--- config.mk ---
export PLATFORM = sky130hd
export DESIGN_NAME = key_conditioner
export DESIGN_NICKNAME = d
export VERILOG_FILES = /design/src/rtl/key_conditioner.sv
export SDC_FILE = /design/constraint.sdc
export NUM_CORES = 1
export LEC_CHECK = 0
export CORE_ASPECT_RATIO = 0.5
export CORE_MARGIN = 4
export CORE_UTILIZATION = 48
export DETAILED_ROUTE_END_ITERATION = 6
export PLACE_DENSITY = 0.66
export SYNTH_ARGS = -nofsm -noshare
export SYNTH_HDL_FRONTEND = slang
export SYNTH_SLANG_ARGS = --single-unit
export TNS_END_PERCENT = 10
--- constraint.sdc ---
create_clock -name Clk -period 6.6 [get_ports Clk]
set_clock_uncertainty 0.05 [all_clocks]
set_input_delay 0.99 -clock Clk [delete_from_list [all_inputs] [get_ports Clk]]
set_output_delay 0.99 -clock Clk [all_outputs]
set_load 0.02 [all_outputs]
--- src/rtl/key_conditioner.sv ---
// key_conditioner: per-channel push-button front end.
// Each channel synchronises its raw pin, normalises polarity, debounces with a
// stable-cycle counter, emits one-cycle press/release events and, where
// enabled, an auto-repeat pulse train while the key stays held.
// The release event output is named "released" because "release" is a
// reserved word in SystemVerilog.
module key_conditioner #(
    parameter int                 N_KEYS          = 4,
    parameter bit                 ACTIVE_LOW      = 1'b1,
    parameter int                 SYNC_STAGES     = 2,
    parameter int                 DEBOUNCE_CYCLES = 500000,
    parameter logic [N_KEYS-1:0]  REPEAT_EN       = {N_KEYS{1'b0}},
    parameter int                 REPEAT_DELAY    = 25000000,
    parameter int                 REPEAT_PERIOD   = 5000000
) (
    input  logic              Clk,
    input  logic              Reset,
    input  logic [N_KEYS-1:0] key_in,
    output logic [N_KEYS-1:0] held,
    output logic [N_KEYS-1:0] press,
    output logic [N_KEYS-1:0] released,
    output logic [N_KEYS-1:0] pulse
);

    // Reject parameter sets that would make the counters or the chain meaningless
    if (SYNC_STAGES < 2) begin : g_bad_sync
        $error("key_conditioner: SYNC_STAGES must be >= 2");
    end
    if (DEBOUNCE_CYCLES < 1) begin : g_bad_debounce
        $error("key_conditioner: DEBOUNCE_CYCLES must be >= 1");
    end
    if (REPEAT_DELAY < 1) begin : g_bad_delay
        $error("key_conditioner: REPEAT_DELAY must be >= 1");
    end
    if (REPEAT_PERIOD < 1) begin : g_bad_period
        $error("key_conditioner: REPEAT_PERIOD must be >= 1");
    end

    localparam int DB_W    = $clog2(DEBOUNCE_CYCLES + 1);
    localparam int RPT_MAX = (REPEAT_DELAY > REPEAT_PERIOD) ? REPEAT_DELAY : REPEAT_PERIOD;
    localparam int RPT_W   = $clog2(RPT_MAX + 1);

    // Terminal counts: the event fires on the edge where the count sits one below the target
    localparam logic [DB_W-1:0]        DB_LAST   = DB_W'(DEBOUNCE_CYCLES - 1);
    localparam logic [RPT_W-1:0]       DLY_LAST  = RPT_W'(REPEAT_DELAY - 1);
    localparam logic [RPT_W-1:0]       PER_LAST  = RPT_W'(REPEAT_PERIOD - 1);
    // Idle pin level, so a reset chain never looks like a press
    localparam logic [SYNC_STAGES-1:0] SYNC_IDLE = {SYNC_STAGES{ACTIVE_LOW}};

    typedef enum logic [1:0] {
        RPT_IDLE,
        RPT_DELAY,
        RPT_PERIOD
    } rpt_state_t;

    for (genvar i = 0; i < N_KEYS; i++) begin : g_ch
        logic [SYNC_STAGES-1:0] sync_q;
        logic                   pressed_now;
        logic [DB_W-1:0]        db_cnt;
        logic                   held_q;
        logic                   press_q;
        logic                   release_q;
        logic                   db_flip;

        // Shift the raw asynchronous pin through the synchroniser chain
        always_ff @(posedge Clk or posedge Reset) begin
            if (Reset) begin
                sync_q <= SYNC_IDLE;
            end else begin
                sync_q <= {sync_q[SYNC_STAGES-2:0], key_in[i]};
            end
        end

        // 1 = pressed, whatever the board polarity
        assign pressed_now = sync_q[SYNC_STAGES-1] ^ ACTIVE_LOW;
        // The accepted level flips when the disagreement has lasted long enough
        assign db_flip     = (pressed_now != held_q) && (db_cnt == DB_LAST);

        // Debounce: count consecutive disagreeing cycles, toggle held and emit edge events
        always_ff @(posedge Clk or posedge Reset) begin
            if (Reset) begin
                db_cnt    <= '0;
                held_q    <= 1'b0;
                press_q   <= 1'b0;
                release_q <= 1'b0;
            end else begin
                press_q   <= db_flip & ~held_q;
                release_q <= db_flip & held_q;
                if (pressed_now == held_q) begin
                    db_cnt <= '0;
                end else if (db_flip) begin
                    held_q <= ~held_q;
                    db_cnt <= '0;
                end else begin
                    db_cnt <= db_cnt + DB_W'(1);
                end
            end
        end

        assign held[i]     = held_q;
        assign press[i]    = press_q;
        assign released[i] = release_q;

        if (REPEAT_EN[i]) begin : g_rpt
            rpt_state_t       rpt_state;
            rpt_state_t       rpt_next;
            logic [RPT_W-1:0] rpt_cnt;
            logic [RPT_W-1:0] rpt_cnt_next;
            logic             rpt_tick;
            logic             pulse_q;

            // Repeat state, counter and the merged press/repeat pulse register
            always_ff @(posedge Clk or posedge Reset) begin
                if (Reset) begin
                    rpt_state <= RPT_IDLE;
                    rpt_cnt   <= '0;
                    pulse_q   <= 1'b0;
                end else begin
                    rpt_state <= rpt_next;
                    rpt_cnt   <= rpt_cnt_next;
                    pulse_q   <= (db_flip & ~held_q) | rpt_tick;
                end
            end

            // Repeat sequencing: wait REPEAT_DELAY after the press, then tick every
            // REPEAT_PERIOD; the counter reloads on each tick so it never wraps
            always_comb begin
                rpt_next     = rpt_state;
                rpt_cnt_next = rpt_cnt;
                rpt_tick     = 1'b0;
                if (db_flip && !held_q) begin
                    rpt_next     = RPT_DELAY;
                    rpt_cnt_next = '0;
                end else if (db_flip && held_q) begin
                    rpt_next     = RPT_IDLE;
                    rpt_cnt_next = '0;
                end else begin
                    case (rpt_state)
                        RPT_DELAY: begin
                            if (rpt_cnt == DLY_LAST) begin
                                rpt_tick     = 1'b1;
                                rpt_next     = RPT_PERIOD;
                                rpt_cnt_next = '0;
                            end else begin
                                rpt_cnt_next = rpt_cnt + RPT_W'(1);
                            end
                        end
                        RPT_PERIOD: begin
                            if (rpt_cnt == PER_LAST) begin
                                rpt_tick     = 1'b1;
                                rpt_cnt_next = '0;
                            end else begin
                                rpt_cnt_next = rpt_cnt + RPT_W'(1);
                            end
                        end
                        default: begin
                            rpt_next     = RPT_IDLE;
                            rpt_cnt_next = '0;
                        end
                    endcase
                end
            end

            assign pulse[i] = pulse_q;
        end else begin : g_no_rpt
            assign pulse[i] = press_q;
        end
    end

endmodule

==> key figures <==
Synth
  – Post-synthesis cell count: around 480
  – Top cells by area, synth: dfrtp_1 46%, xnor2_1 8.8%, nor2_1 6.8%
  – Main combinational cell family by area after synthesis: simple AND/OR/NAND/NOR gates
  – Post-synth EDFFs: 0
  – Synth Area in Compound Gates: around 2.8%
  – Synthesized area per cell: 9.92 sq um
  – Post-synthesis adder-cell area fraction: approximately 1.1%
  – Synth top area share: 46.3%
  – Top-count cell post-synth: dfrtp_1
  – Synth area leader: dfrtp_1
  – Synth Area in Simple Gates: between 20% and 30%
  – Ys async rst share: 100%
  – Post-synth top cells: 88 x dfrtp_1, 86 x nor2_1, 48 x xnor2_1
  – Synthesized Nets: roughly 500
  – Mapped Area: 0.00475 sq mm
  – Synth Area in XOR/XNOR: about an eighth
  – Unique masters post-synth: 43
  – Sequential cell area fraction in the yosys report: between 50 and 60%
  – Synth Register Bits: 96
  – Ys flop type: dfrtp_1
  – Post-synthesis mux area share: 0.843%
  – Synth warn: 0

Clock tree
  – Clk_lat worst skew: about 0.34 ns
  – Root buf cell: clkbuf_16
  – Num CTS Buffers: 9
  – PostCTS Resize Cnt: 0
  – CTS hold repair buffers: 0
  – CTS max path bufs: 2
  – H-tree depth: 3
  – Post-CTS setup repair buffer count: 0
  – CTS Sinks: 96
  – Clock-pin slew on the worst setup and hold paths: ~0.070 ns
  – TritonCTS clock tree: yes

Floorplan
  – Die Y: about 80 um
  – Die Wd: approximately 150 um
  – Row count: 25
  – Ports: 22
  – Core area: 0.00954 sq mm
  – Starting density of the core: around 50%
  – Die area: ~0.012 sq mm

Critical path
  – CP arrival: between 2 and 3 ns
  – Worst-path fanout max: 16
  – Setup CP Type: flip-flop to flip-flop
  – Worst EP required: around 6.7 ns
  – Startpoint types: flip-flop
  – CP Capture Type: flip-flop

Power and ir drop
  – Pwr Density: 221 mW/mm^2
  – Maximum vdd drop: 130 uV
  – Leakage power: about 2.0 nW
  – Total Power: approximately 1.2 mW

Global route
  – Initial antenna violation count: 0
  – Vias in the first global route: ~3.1k
  – Largest net degree at the start of global routing: between 70 and 80
  – First-pass GRT wire length: between 15000 and 20000 um
  – Grt ovf: 0
  – GRT Total Usage: between 10% and 20%

Final layout
  – Register area: 0.00241 sq mm
  – P&R area growth vs syn: 10.4%
  – Post-layout nets: 495
  – Fillcell total: 873
  – # diodes: 0
  – Fin util: a little under three fifths
  – Share of layout cells above drive strength 1: between 6 and 7%
  – Multi-input logic area: around 0.0021 sq mm

STA
  – Setup TNS: 0 ns
  – Worst slew margin: between 20% and 30%
  – Crit share post-route: between 30% and 40%
  – Fmax: 390 MHz
  – RSZ-0062 raised after global routing: false
  – Setup Viol. Count Final: 0
  – Final worst slack: 4.03 ns
  – Slew Limit Fails: 0
  – Crit path time final: around 2.6 ns
  – Endpoints failing hold: 0
  – Tightest Pin Transition: 1.17 ns

Job
  – Max_cap viols: 0

Place
  – GP Congestion: about 0.82
  – Detailed placement HPWL: about 5600 um
  – PortBufs: 21
  – Place WS: 3.97 ns

Outcome
  – Status: completed

Hold path
  – Worst hold path class: flip-flop to flip-flop

Routing
  – DR iter-0 viols: about 330
  – Drc violations: 0
  – Vias per inst: roughly 5.3
  – DR pass1 iterations: 4
  – Post-DRT Antenna Nets: 0
  – Wire per inst: about 14 um
  – Final WL: between 8000 and 9000 um
  – Total number of vias: ~3.3k
through the flow:
stage | instances | hold WS, ns | instance area, sq um
finish | 625 | 0.306 | 5250
global route | 625 | 0.313 | 5250
CTS | 625 | 0.307 | 5250
detailed placement | 609 | 0.297 | 4950
global placement | 609 | 0.295 | 4950
floorplan | 479 | 0.295 | 4750
worst paths after layout:
path,from,endpoint,slack [ns],depth (start not counted)
worst min-delay path,g_ch[1].sync_q[0],g_ch[1].sync_q[1],0.31,0
worst max-delay path,g_ch[2].db_cnt[0],g_ch[2].db_cnt[10],4.03,5
max in group asynchronous,Reset,g_ch[1].db_cnt[12],4.40,3
worst max register to register,g_ch[2].db_cnt[0],g_ch[2].db_cnt[10],4.03,5
min in group asynchronous,Reset,g_ch[3].db_cnt[18],0.92,2
worst min register to register,g_ch[1].sync_q[0],g_ch[1].sync_q[1],0.31,0
cell type report:
| cell class | count | area share, % |
|---|---|---|
| clock buffers | 13 | 4.77 |
| clock inverters | 3 | 0.811 |
| inverters | 16 | 1.19 |
| multi-input cells | 340 | 39.9 |
| flip-flops and latches | 96 | 46.0 |
| well taps | 135 | 3.22 |
| repair buffers | 22 | 4.15 |
cell families (layout without fill, tap and decap cells):
logic type | after synthesis | after routing
AOI/OAI and AO/OA | 19 | 19
and+or+nand+nor | 246 | 246
xor gates and xnor gates | 67 | 67
muxes | 4 | 4
DFF | 96 | 96
buffers and inverters | 43 | 54
adders and majority gates | 4 | 4
per-layer routing:
| layer | wire [um] | vias to the layer above | GRT usage, % |
|---|---|---|---|
| li1 | - | 1664 | - |
| met1 | 4370 | 1599 | 23.8 |
| met2 | 3670 | 49 | 23.2 |
| met3 | 341 | 7 | 4.50 |
| met4 | 73 | 0 | 5.35 |
| met5 | 0 | - | 0 |
where the power goes:
group / switching, mW / internal [mW] / total (mW)
Sequential: 0.00954 / 0.599 / 0.608
Clock: 0.209 / 0.304 / 0.513
Combinational: 0.0250 / 0.0109 / 0.0359
layout by cell type (no fill, tap or decap), types with 2 or more instances in the layout:
cell / instances
nor4b_1: 5
clkbuf_1: 3
or4_1: 5
mux2i_1: 4
o221ai_1: 2
a21oi_1: 8
nor4bb_1: 2
inv_1: 15
clkdlybuf4s50_1: 21
nor3_1: 25
dfrtp_1: 88
nor4_1: 22
clkbuf_16: 9
and2_1: 4
nor2_1: 86
and3_1: 3
dfstp_2: 8
nand4_1: 23
nand3_1: 28
ha_1: 4
o21ai_0: 3
or4_4: 3
xor2_1: 19
o21bai_2: 2
and4_1: 2
or3_1: 4
xnor2_1: 48
nand4_2: 3
nand2_1: 23
critical path: stages, from the launching register on:
cell	delay, ns
dfrtp_1	0.41
ha_1	0.23
nand4_1	0.30
nand4b_1	0.34
o21ai_1	0.94
nor2_1	0.12
sequential cells by signal (all words and copies together) (netlist names):
register / count
g_ch.press_q: 4
g_ch.release_q: 4
g_ch.db_cnt: 76
g_ch.held_q: 4
g_ch.sync_q: 8
Note: power is estimated with default switching activity, not from simulation.
